`src/rtl/mips_mc_ctrl_if.sv`:
```
// Control bus between the multicycle sequencer and the datapath/memory.
//   master : the sequencer (mips_mc_ctrl) - reads opcode/flags/mem_ready,
//            drives every datapath control and the debug state.
//   slave  : the datapath / memory side - the mirror image.
interface mips_mc_ctrl_if;
  logic [5:0] opcode;
  logic       alu_zero;
  logic       mem_ready;
  logic       mem_req;
  logic       mem_we;
  logic       iord;
  logic       ir_write;
  logic       pc_write;
  logic [1:0] pc_src;
  logic       reg_write;
  logic       reg_dst;
  logic       mem_to_reg;
  logic       alu_src_a;
  logic [1:0] alu_src_b;
  logic [5:0] alu_op;
  logic       illegal_op;
  logic       mem_err;
  logic       instr_done;
  logic [3:0] state;

  modport master (
    input  opcode, alu_zero, mem_ready,
    output mem_req, mem_we, iord, ir_write, pc_write, pc_src, reg_write,
           reg_dst, mem_to_reg, alu_src_a, alu_src_b, alu_op, illegal_op,
           mem_err, instr_done, state
  );

  modport slave (
    output opcode, alu_zero, mem_ready,
    input  mem_req, mem_we, iord, ir_write, pc_write, pc_src, reg_write,
           reg_dst, mem_to_reg, alu_src_a, alu_src_b, alu_op, illegal_op,
           mem_err, instr_done, state
  );
endinterface

```
`src/rtl/mips_mc_ctrl.sv`:
```
// Multicycle MIPS control sequencer.
// Steps each instruction through fetch / decode / execute / memory /
// write-back and drives the datapath controls as Moore outputs decoded from
// the state register (ir_write, pc_write, instr_done and mem_err additionally
// qualify on mem_ready / alu_zero inside their state).
// Ports:
//   clk   - clock, all state on the rising edge
//   rst_n - synchronous active-low reset; also forces every output to 0
//   bus   - mips_mc_ctrl_if.master: opcode, alu_zero, mem_ready in;
//           memory, PC, register-file, ALU controls and debug state out.
// A watchdog aborts a memory access (fetch, load or store) that sees no
// mem_ready for MEM_TIMEOUT consecutive cycles; MEM_TIMEOUT = 0 disables it.
module mips_mc_ctrl #(
  parameter logic [5:0]  ALUOP_ADD   = 6'h08,
  parameter logic [5:0]  ALUOP_SUB   = 6'h04,
  parameter int unsigned MEM_TIMEOUT = 16
) (
  input  logic            clk,
  input  logic            rst_n,
  mips_mc_ctrl_if.master  bus
);

  typedef enum logic [3:0] {
    FETCH    = 4'd0,
    DECODE   = 4'd1,
    MEM_ADDR = 4'd2,
    MEM_RD   = 4'd3,
    MEM_WB   = 4'd4,
    MEM_WR   = 4'd5,
    R_EXE    = 4'd6,
    R_WB     = 4'd7,
    I_EXE    = 4'd8,
    I_WB     = 4'd9,
    BRANCH   = 4'd10,
    JUMP     = 4'd11,
    ILLEGAL  = 4'd12
  } state_t;

  localparam int unsigned CW = (MEM_TIMEOUT > 1) ? $clog2(MEM_TIMEOUT) : 1;
  localparam logic [CW-1:0] TO_LAST = CW'(MEM_TIMEOUT - 1);

  state_t        state_q, state_d;
  logic [CW-1:0] wait_q, wait_d;
  logic          in_mem;
  logic          timeout;

  always_ff @(posedge clk) begin
    if (!rst_n) begin
      state_q <= FETCH;
      wait_q  <= '0;
    end else begin
      state_q <= state_d;
      wait_q  <= wait_d;
    end
  end

  assign in_mem  = (state_q == FETCH) || (state_q == MEM_RD) || (state_q == MEM_WR);
  // mem_ready on the expiry cycle wins: the timeout is qualified by !mem_ready.
  assign timeout = (MEM_TIMEOUT != 0) && in_mem && !bus.mem_ready && (wait_q == TO_LAST);

  // Count consecutive stalled cycles of one access; any state change,
  // completion or expiry restarts the count (expiry in FETCH stays in FETCH,
  // hence the explicit clear on timeout).
  always_comb begin
    wait_d = '0;
    if (in_mem && !bus.mem_ready && !timeout && (state_d == state_q))
      wait_d = wait_q + CW'(1);
  end

  always_comb begin
    state_d        = state_q;
    bus.mem_req    = 1'b0;
    bus.mem_we     = 1'b0;
    bus.iord       = 1'b0;
    bus.ir_write   = 1'b0;
    bus.pc_write   = 1'b0;
    bus.pc_src     = 2'd0;
    bus.reg_write  = 1'b0;
    bus.reg_dst    = 1'b0;
    bus.mem_to_reg = 1'b0;
    bus.alu_src_a  = 1'b0;
    bus.alu_src_b  = 2'd0;
    bus.alu_op     = '0;
    bus.illegal_op = 1'b0;
    bus.mem_err    = 1'b0;
    bus.instr_done = 1'b0;
    bus.state      = state_q;

    unique case (state_q)
      FETCH: begin
        bus.mem_req   = 1'b1;
        bus.alu_src_b = 2'd1;
        bus.alu_op    = ALUOP_ADD;
        if (bus.mem_ready) begin
          bus.ir_write = 1'b1;
          bus.pc_write = 1'b1;
          state_d      = DECODE;
        end else if (timeout) begin
          bus.mem_err = 1'b1;
        end
      end
      DECODE: begin
        bus.alu_src_b = 2'd3;
        bus.alu_op    = ALUOP_ADD;
        case (bus.opcode)
          6'h00:                      state_d = R_EXE;
          6'h23, 6'h2B:               state_d = MEM_ADDR;
          6'h04, 6'h05:               state_d = BRANCH;
          6'h08, 6'h0A, 6'h0C, 6'h0D: state_d = I_EXE;
          6'h02:                      state_d = JUMP;
          default:                    state_d = ILLEGAL;
        endcase
      end
      MEM_ADDR: begin
        bus.alu_src_a = 1'b1;
        bus.alu_src_b = 2'd2;
        bus.alu_op    = ALUOP_ADD;
        state_d       = (bus.opcode == 6'h23) ? MEM_RD : MEM_WR;
      end
      MEM_RD: begin
        bus.mem_req = 1'b1;
        bus.iord    = 1'b1;
        if (bus.mem_ready) begin
          state_d = MEM_WB;
        end else if (timeout) begin
          bus.mem_err = 1'b1;
          state_d     = FETCH;
        end
      end
      MEM_WB: begin
        bus.reg_write  = 1'b1;
        bus.mem_to_reg = 1'b1;
        bus.instr_done = 1'b1;
        state_d        = FETCH;
      end
      MEM_WR: begin
        bus.mem_req = 1'b1;
        bus.mem_we  = 1'b1;
        bus.iord    = 1'b1;
        if (bus.mem_ready) begin
          bus.instr_done = 1'b1;
          state_d        = FETCH;
        end else if (timeout) begin
          bus.mem_err = 1'b1;
          state_d     = FETCH;
        end
      end
      R_EXE: begin
        bus.alu_src_a = 1'b1;
        bus.alu_op    = bus.opcode;
        state_d       = R_WB;
      end
      R_WB: begin
        bus.reg_write  = 1'b1;
        bus.reg_dst    = 1'b1;
        bus.instr_done = 1'b1;
        state_d        = FETCH;
      end
      I_EXE: begin
        bus.alu_src_a = 1'b1;
        bus.alu_src_b = 2'd2;
        bus.alu_op    = bus.opcode;
        state_d       = I_WB;
      end
      I_WB: begin
        bus.reg_write  = 1'b1;
        bus.instr_done = 1'b1;
        state_d        = FETCH;
      end
      BRANCH: begin
        bus.alu_src_a  = 1'b1;
        bus.alu_op     = ALUOP_SUB;
        bus.pc_src     = 2'd1;
        bus.pc_write   = (bus.opcode == 6'h04) ? bus.alu_zero : !bus.alu_zero;
        bus.instr_done = 1'b1;
        state_d        = FETCH;
      end
      JUMP: begin
        bus.pc_write   = 1'b1;
        bus.pc_src     = 2'd2;
        bus.instr_done = 1'b1;
        state_d        = FETCH;
      end
      ILLEGAL: begin
        bus.illegal_op = 1'b1;
        bus.instr_done = 1'b1;
        state_d        = FETCH;
      end
      default: state_d = FETCH;
    endcase

    if (!rst_n) begin
      bus.mem_req    = 1'b0;
      bus.mem_we     = 1'b0;
      bus.iord       = 1'b0;
      bus.ir_write   = 1'b0;
      bus.pc_write   = 1'b0;
      bus.pc_src     = 2'd0;
      bus.reg_write  = 1'b0;
      bus.reg_dst    = 1'b0;
      bus.mem_to_reg = 1'b0;
      bus.alu_src_a  = 1'b0;
      bus.alu_src_b  = 2'd0;
      bus.alu_op     = '0;
      bus.illegal_op = 1'b0;
      bus.mem_err    = 1'b0;
      bus.instr_done = 1'b0;
      bus.state      = '0;
    end
  end

endmodule

```
`src/flat_wrapper.sv`:
```
// flat-port wrapper written by rule: the top's interface ports become plain ports
module mips_mc_ctrl_flat 
#(
  parameter logic [5:0]  ALUOP_ADD   = 6'h08,
  parameter logic [5:0]  ALUOP_SUB   = 6'h04,
  parameter int unsigned MEM_TIMEOUT = 16
)
  (clk, rst_n, bus_opcode, bus_alu_zero, bus_mem_ready, bus_mem_req, bus_mem_we, bus_iord, bus_ir_write, bus_pc_write, bus_pc_src, bus_reg_write, bus_reg_dst, bus_mem_to_reg, bus_alu_src_a, bus_alu_src_b, bus_alu_op, bus_illegal_op, bus_mem_err, bus_instr_done, bus_state);
  mips_mc_ctrl_if bus_i ();
  input  logic clk;
  input  logic rst_n;
  input wire logic [$bits(bus_i.opcode)-1:0] bus_opcode;
  input wire logic [$bits(bus_i.alu_zero)-1:0] bus_alu_zero;
  input wire logic [$bits(bus_i.mem_ready)-1:0] bus_mem_ready;
  output wire logic [$bits(bus_i.mem_req)-1:0] bus_mem_req;
  output wire logic [$bits(bus_i.mem_we)-1:0] bus_mem_we;
  output wire logic [$bits(bus_i.iord)-1:0] bus_iord;
  output wire logic [$bits(bus_i.ir_write)-1:0] bus_ir_write;
  output wire logic [$bits(bus_i.pc_write)-1:0] bus_pc_write;
  output wire logic [$bits(bus_i.pc_src)-1:0] bus_pc_src;
  output wire logic [$bits(bus_i.reg_write)-1:0] bus_reg_write;
  output wire logic [$bits(bus_i.reg_dst)-1:0] bus_reg_dst;
  output wire logic [$bits(bus_i.mem_to_reg)-1:0] bus_mem_to_reg;
  output wire logic [$bits(bus_i.alu_src_a)-1:0] bus_alu_src_a;
  output wire logic [$bits(bus_i.alu_src_b)-1:0] bus_alu_src_b;
  output wire logic [$bits(bus_i.alu_op)-1:0] bus_alu_op;
  output wire logic [$bits(bus_i.illegal_op)-1:0] bus_illegal_op;
  output wire logic [$bits(bus_i.mem_err)-1:0] bus_mem_err;
  output wire logic [$bits(bus_i.instr_done)-1:0] bus_instr_done;
  output wire logic [$bits(bus_i.state)-1:0] bus_state;
  assign bus_i.opcode = bus_opcode;
  assign bus_i.alu_zero = bus_alu_zero;
  assign bus_i.mem_ready = bus_mem_ready;
  assign bus_mem_req = bus_i.mem_req;
  assign bus_mem_we = bus_i.mem_we;
  assign bus_iord = bus_i.iord;
  assign bus_ir_write = bus_i.ir_write;
  assign bus_pc_write = bus_i.pc_write;
  assign bus_pc_src = bus_i.pc_src;
  assign bus_reg_write = bus_i.reg_write;
  assign bus_reg_dst = bus_i.reg_dst;
  assign bus_mem_to_reg = bus_i.mem_to_reg;
  assign bus_alu_src_a = bus_i.alu_src_a;
  assign bus_alu_src_b = bus_i.alu_src_b;
  assign bus_alu_op = bus_i.alu_op;
  assign bus_illegal_op = bus_i.illegal_op;
  assign bus_mem_err = bus_i.mem_err;
  assign bus_instr_done = bus_i.instr_done;
  assign bus_state = bus_i.state;
  mips_mc_ctrl #(.ALUOP_ADD(ALUOP_ADD), .ALUOP_SUB(ALUOP_SUB), .MEM_TIMEOUT(MEM_TIMEOUT)) u_core (.clk(clk), .rst_n(rst_n), .bus(bus_i));
endmodule
```
`config.mk`:
```
export PLATFORM = sky130hd
export DESIGN_NAME = mips_mc_ctrl_flat
export DESIGN_NICKNAME = d
export VERILOG_FILES = /design/src/rtl/mips_mc_ctrl_if.sv /design/src/rtl/mips_mc_ctrl.sv /design/src/flat_wrapper.sv
export SDC_FILE = /design/constraint.sdc
export NUM_CORES = 1
export LEC_CHECK = 0
export ABC_AREA = 1
export CAP_MARGIN = 5
export CORE_MARGIN = 2
export CORE_UTILIZATION = 45
export CTS_BUF_LIST = sky130_fd_sc_hd__clkbuf_4
export CTS_CLUSTER_SIZE = 24
export DETAILED_ROUTE_END_ITERATION = 6
export GPL_TIMING_DRIVEN = 1
export PLACE_DENSITY = 0.82
export SETUP_SLACK_MARGIN = 0.02
export SYNTH_ARGS = -nofsm -noshare
export SYNTH_HDL_FRONTEND = slang
export SYNTH_SLANG_ARGS = --single-unit
export TNS_END_PERCENT = 30
```
`constraint.sdc`:
```
create_clock -name clk -period 1.69 [get_ports clk]
set_clock_uncertainty 0.15 [all_clocks]
set_input_delay 0.338 -clock clk [delete_from_list [all_inputs] [get_ports clk]]
set_output_delay 0.338 -clock clk [all_outputs]
set_load 0.02 [all_outputs]
```
==> results of run 1 <==
metrics by stage:
| stage | hold WS (ns) | area, µm² | utilization [%] |
|---|---|---|---|
| floorplan | 0.268 | 946 | - |
| global placement | 0.352 | 1680 | 85.8 |
| detailed placement | 0.365 | 1680 | 85.8 |
| CTS | 0.372 | 1860 | 95.0 |
repair_timing:
item | in CTS
pin swaps | 8
gates resized for setup | 175
setup buffers | 11
setup endpoints to repair | 26
synthesized netlist by cell type (3+ instances only):
master | instances | area (µm²)
nand2_2 | 4 | 25.0
buf_2 | 3 | 15.0
a21oi_1 | 4 | 20.0
inv_1 | 34 | 128
nand3_1 | 19 | 95.1
nor3_1 | 9 | 45.0
nor2_1 | 36 | 135
nand2_1 | 30 | 113
nor2_2 | 5 | 31.3
dfxtp_1 | 8 | 160
nor2_4 | 3 | 33.8
cell families after synthesis:
logic type	synth area share, %
and+or+nand+nor	55.4
xor gates and xnor gates	1.88
AOI/OAI and AO/OA	7.11
adders and majority gates	1.34
DFF	17.2
buffers and inverters	17.2
==> flow_metrics.tcl, run 1 <==
set metrics [dict create \
    cts_hold_buf 0 \
    synthArstFlopShare_pct 0 \
    worstEpCategory "top-level output" \
    clockBufferDepth 2 \
    gp_congestion 0.892 \
    status "stopped before the end" \
    pin_count 36 \
    syn_area_um2 933 \
    worst_endpoint "bus_alu_op[2]" \
    root_buffer "clkbuf_4" \
    fp.dieH_um 49.5 \
    ys_types 24 \
    port_buffers 35 \
    synth_seq_cells 8 \
    h-tree-depth 1 \
    start_util_pct 47.6 \
    synth_nets 183 \
    error "[ERROR DPL-0038] Utilization greater than 100%, impossible to legalize" \
    dpl.cell_count 281 \
    stop_stage "global routing" \
    clock-sinks 8 \
    avgSynthCellArea_um2 5.43 \
    ys_warn_count 0 \
    grt_max_degree 10 \
    die_w_um 49.5 \
    cts_buffers 3 \
    syn_inst 172 \
    synth.yosys.seq_area_share_pct 17.2 \
    place_ws_ns -0.812 \
    row_count 16 \
    ys.flop_type "dfxtp_1" \
    dp_hpwl_um 2880 \
    synth_edf_count 0 \
]
==> run 2: changes to the inputs <==
CORE_AREA = 2 2 63 65   (was default)
CORE_MARGIN = default   (was 2)
CORE_UTILIZATION = default   (was 45)
CTS_BUF_LIST = default   (was sky130_fd_sc_hd__clkbuf_4)
CTS_CLUSTER_SIZE = default   (was 24)
DIE_AREA = 0 0 65 67   (was default)
PLACE_DENSITY = default   (was 0.82)
PLACE_DENSITY_LB_ADDON = 0.15   (was default)
SETUP_SLACK_MARGIN = default   (was 0.02)
==> flow_metrics.tcl, run 2 <==
set metrics [dict create \
    grtUsageMet2_pct 26.7 \
    design_area_mm2 0.00202 \
    multi_input_area_um2 788 \
    worst_hold_slack_ns 0.366 \
    seqPwrFrac_pct 22.0 \
    num_vias 1347 \
    worst_ir_drop_vdd_mv 0.230 \
    layout_setup_ws_ns -0.199 \
    postRouteAntennaNets 0 \
    reg2reg_depth 10 \
    grt_pass1_vias 1165 \
    top_regs "u_core.state_q: 4 flops, u_core.wait_q: 4 flops" \
    synthTopCellsByCount "nor2_1, inv_1, nand2_1, nand3_1, nor3_1" \
    diodes 0 \
    period_needed_ns 1.89 \
    register_area_um2 175 \
    min_from "u_core.wait_q[0]" \
    yosysMostFrequentCell "nor2_1" \
    cts_hold_buf 0 \
    avgSynthCellArea_um2 5.43 \
    worstPathArrival_ns 1.40 \
    maxCapViolations 0 \
    root_buffer "clkbuf_8" \
    ys.flop_type "dfxtp_1" \
    holdPathStages 2 \
    fill_cells 368 \
    power_density_mw_per_mm2 521 \
    slew_headroom_pct 83.6 \
    grt_pass1_wl_um 5090 \
    post_route_cells_drive_above_1_share_pct 55.7 \
    cts_buffers 3 \
    slowest_stage "dfxtp_4" \
    cp_data_required_time_ns 1.20 \
    grt_use_met3_pct 1.69 \
    crit_chain "nor2_4 -> inv_2 -> nor2_4 -> nor2_4 -> buf_6 -> inv_2 -> nand2_2 -> a21oi_2 -> buf_4" \
    antenna_found_initial 0 \
    clockBufferDepth 2 \
    violations "setup timing" \
    syn_inst 172 \
    synth_top_area_share_pct 17.2 \
    cts_tree "yes" \
    grt_use_met1_pct 18.9 \
    viasPerCell 4.22 \
    die_w_um 65 \
    min_period_over_period_pct 112 \
    row_count 22 \
    h-tree-depth 1 \
    fmax_mhz 529 \
    start_util_pct 25.9 \
    synthArstFlopShare_pct 0 \
    syn_area_um2 933 \
    wl_per_cell_um 10.1 \
    yosysTopAreaCell "dfxtp_1" \
    path_class "reg -> out" \
    p_sw_share_pct 38.7 \
    grt_usage_pct 14.7 \
    power.total_mw 1.05 \
    finalHoldViolCount 0 \
    drt_pass1_iterations 5 \
    r2r_setup_slack_ns 0.09 \
    gr-total-overflow 0 \
    clock-sinks 8 \
    final_cell_mix "buf_4, nor2_1, inv_1, nand2_1, nand3_1" \
    gp_congestion 0.815 \
    slew_violations 0 \
    min_path_type "reg -> reg" \
    leakagePower_nw 1.12 \
    synth_seq_cells 8 \
    p_int_mw 0.645 \
    fp.dieH_um 67 \
    clk_latency_ns 0.22 \
    mostFrequentLayoutCell "buf_4" \
    drc 0 \
    dp_hpwl_um 2480 \
    fin_nets 284 \
    place_ws_ns -0.806 \
    crit_fanout 7 \
    clk_pin_slew_ns 0.04 \
    ys_top_cells_by_area "dfxtp_1, nor2_1, inv_1" \
    drt_iter0_drc 44 \
    worstSetupStartpointType "flop" \
    status "finished with violations" \
    reg2reg_to "u_core.state_q[1]" \
    area_growth_pct 116 \
    core_mm2 0.00361 \
    synth.yosys.seq_area_share_pct 17.2 \
    p_sw_mw 0.408 \
    die_area_mm2 0.00436 \
    path_common_cell "nor2_4" \
    ys_warn_count 0 \
    synth_nets 183 \
    setup_viol 21 \
    pin_count 36 \
    synth_edf_count 0 \
    power_frac_comb_pct 56.8 \
    cpPeakStageDelay_ns 0.37 \
    grt_max_degree 9 \
    routed_wl_um 3210 \
    hold_end "u_core.wait_q[0]" \
    port_buffers 35 \
    rsz0062_at_grt "true" \
    reg2reg_from "u_core.state_q[1]" \
    tightest_slew_ns 0.245 \
    ys_types 24 \
    critPathCaptureType "primary output" \
    pwr-share-clk_pct 21.1 \
    busiest_layer "met2" \
    post_dp_cell_area_mm2 0.00174 \
]
-- run 2: cell counts after synthesis --
No cell type changed its count.
-- run 2: how the worst max path moves through the flow --
stage / cells after the start / startpoint / slack, ns / to
floorplan: 6 / u_core.state_q[1] / -0.12 / bus_alu_op[0]
global placement: 10 / bus_opcode[2] / -0.79 / bus_pc_write
detailed placement: 10 / bus_opcode[2] / -0.81 / bus_pc_write
CTS: 9 / u_core.state_q[1] / -0.27 / bus_alu_op[2]
global route: 9 / u_core.state_q[0] / -0.26 / bus_alu_op[2]
finish: 9 / u_core.state_q[0] / -0.20 / bus_alu_op[2]
-- run 2: layout make-up --
type	instances	area share, %
Timing Repair Buffer	100	40.3
Inverter	35	7.00
Sequential cell	8	8.67
Clock buffer	3	2.04
Multi-Input combinational cell	125	39.0
Tap cell	48	2.97
-- run 2: worst max-delay path, delay by kind of cell, from the launching register on --
family          cells  cell delay, ns
simple gates        4            0.32
buf+inv             4            0.38
compound gates      1            0.11
flops               1            0.37
-- run 2: through the flow --
| step | std cells | setup TNS [ns] | utilization [%] |
|---|---|---|---|
| 2_1_floorplan | 172 | -1.03 | - |
| 5_1_grt | 319 | -3.89 | 56.0 |
| 6_report | 319 | -2.17 | 56.0 |
| 4_1_cts | 314 | -2.81 | 51.5 |
| 3_5_place_dp | 303 | -18.92 | 48.3 |
| 3_3_place_gp | 303 | -18.15 | 48.3 |
-- run 2: timing repair --
item,CTS,global route
setup endpoints to repair,26,29
cloned,0,0
buffers inserted,8,5
resized for setup,150,49
pin swaps,8,12
-- run 2: cell families after synthesis --
logic type	share of synthesized area, %
buffers and inverters	17.2
adders and majority gates	1.34
and+or+nand+nor	55.4
DFF	17.2
AOI/OAI and AO/OA	7.11
xor gates and xnor gates	1.88
-- run 2: layer usage --
metal / routed length (µm) / up-vias
met5: 0 / -
met4: 13 / 0
met3: 76 / 2
met2: 1700 / 22
met1: 1430 / 590
li1: - / 733
-- run 2: power by group through the flow --
stage                     clock network [mW]  registers, mW  logic [mW]
after CTS                              0.225          0.224       0.537
after global placement                     0          0.225       0.510
after detailed placement                   0          0.225       0.510
after global routing                   0.243          0.235       0.648
final                                  0.223          0.232       0.598
after floorplan                            0          0.221       0.244
No activity file was read; power rests on OpenSTA's default activity.
==> run 3: changes to the inputs <==
SKIP_CTS_REPAIR_TIMING = 1   (was default)
==> flow_metrics.tcl, run 3 (synthesis gave the netlist of run 2 again) <==
set metrics [dict create \
    status "finished with violations" \
    violations "setup timing" \
    area_growth_pct 108 \
    layoutNonFillerInstCount 310 \
    power.total_mw 1.01 \
    dpl.cell_count 303 \
    grt_usage_pct 13.9 \
    clk_latency_ns 0.22 \
    path_buf_inv 4 \
    h-tree-depth 1 \
    wl_per_cell_um 10.0 \
    diodes 0 \
    tightest_slew_ns 0.269 \
    fp.dieH_um 67 \
    multi_input_area_um2 754 \
    r2r_setup_slack_ns 0.23 \
    cp-endpoint "bus_alu_op[2]" \
    slowest_stage "dfxtp_4" \
    dp_hpwl_um 2480 \
    mostFrequentLayoutCell "buf_4" \
    worst_ir_drop_vdd_mv 0.228 \
    antenna_found_initial 0 \
    num_vias 1310 \
    slew_headroom_pct 82.1 \
    path_common_cell "nor2_4" \
    power_density_mw_per_mm2 521 \
    drt_pass1_iterations 4 \
    design_area_mm2 0.00194 \
    port_buffers 35 \
    grt_pass1_wl_um 4820 \
    gp_congestion 0.815 \
    postRouteAntennaNets 0 \
    post_dp_cell_area_mm2 0.00174 \
    path_class "reg -> out" \
    grt_max_degree 9 \
    grt_pass1_vias 1118 \
    layout_setup_ws_ns -0.235 \
    top_regs "u_core.state_q: 4 flops, u_core.wait_q: 4 flops" \
    crit_fanout 7 \
    reg2reg_to "u_core.wait_q[3]" \
    reg2reg_depth 10 \
    worstSetupStartpointType "flop" \
    row_count 22 \
    clock-sinks 8 \
    cp.depth 9 \
    period_needed_ns 1.92 \
    rsz0062_at_grt "true" \
    finalHoldViolCount 0 \
    worstPathArrival_ns 1.44 \
    clk_pin_slew_ns 0.04 \
    routed_wl_um 3110 \
    pin_count 36 \
    clockBufferDepth 2 \
    root_buffer "clkbuf_8" \
    cpPeakStageDelay_ns 0.37 \
    setup_viol 19 \
    crit_path_start "u_core.state_q[1]" \
    drt_iter0_drc 46 \
    cp_top_family "flip-flops" \
    final_cell_mix "buf_4, nor2_1, inv_1, nand2_1, nand3_1" \
    core_mm2 0.00361 \
    cp_data_required_time_ns 1.20 \
    maxCapViolations 0 \
    drc 0 \
    register_area_um2 175 \
    cts_tree "yes" \
    min_period_over_period_pct 114 \
    die_area_mm2 0.00436 \
    viasPerCell 4.23 \
    post_route_cells_drive_above_1_share_pct 50.8 \
    fmax_mhz 520 \
    leakagePower_nw 1.17 \
    fin_nets 275 \
    final_util_pct 53.8 \
    min_path_type "reg -> reg" \
    holdPathStages 2 \
    cts_buffers 3 \
    reg2reg_from "u_core.state_q[1]" \
    crit_chain "nor2_4 -> inv_2 -> nor2_4 -> nor2_4 -> buf_6 -> inv_2 -> nand2_2 -> a21oi_2 -> buf_4" \
    fill_cells 382 \
    gr-total-overflow 0 \
    die_w_um 65 \
    start_util_pct 25.9 \
    critPathCaptureType "primary output" \
    slew_violations 0 \
]
-- run 3: final cells by class --
cell class | instances | area share, %
multi-input cells | 125 | 38.9
repair buffers | 91 | 40.0
flip-flops and latches | 8 | 9.03
clock buffers | 3 | 2.13
well taps | 48 | 3.09
inverters | 35 | 6.90
-- run 3: worst min-delay path by stage --
stage                           from          endpoint  slack (ns)
global placement    u_core.wait_q[0]  u_core.wait_q[0]        0.35
floorplan           u_core.wait_q[0]  u_core.wait_q[0]        0.27
finish              u_core.wait_q[0]  u_core.wait_q[0]        0.37
global route        u_core.wait_q[0]  u_core.wait_q[0]        0.41
detailed placement  u_core.wait_q[0]  u_core.wait_q[0]        0.36
CTS                 u_core.wait_q[0]  u_core.wait_q[0]        0.37
-- run 3: per-stage QoR --
step	hold slack, ns	TNS [ns]	setup WS, ns
6_report	0.374	-2.21	-0.235
5_1_grt	0.410	-3.83	-0.296
4_1_cts	0.367	-18.49	-0.818
3_5_place_dp	0.361	-18.92	-0.806
3_3_place_gp	0.352	-18.15	-0.795
2_1_floorplan	0.268	-1.03	-0.121
-- run 3: worst reg2reg max path, stage by stage, from the launching register on --
cell and delay (ns):
dfxtp_4 0.37, buf_4 0.15, nand2_4 0.06, inv_4 0.05
nand2_2 0.06, nand2_2 0.06, nor2_2 0.15, nor2_4 0.05
buf_4 0.13, nand3_2 0.08, nor2_1 0.05
-- run 3: per-layer routing --
metal,global-route usage (%),part of all wire (%)
met2,23.8,51
met3,1.86,2.4
met5,0,0
met4,3.72,0.74
met1,18.3,46
-- run 3: where the power goes --
part	leakage, nW	internal, mW	total [mW]	switching, mW
Clock	0.0216	0.154	0.220	0.0669
Combinational	1.08	0.264	0.561	0.297
Sequential	0.0680	0.205	0.229	0.0237
==> run 4: changes to the inputs <==
CTS_BUF_LIST = sky130_fd_sc_hd__clkbuf_4 sky130_fd_sc_hd__clkbuf_8   (was default)
SLEW_MARGIN = 5   (was default)
==> results of run 4 <==
Final layout, timing and power as in run 3 (identical DEF).
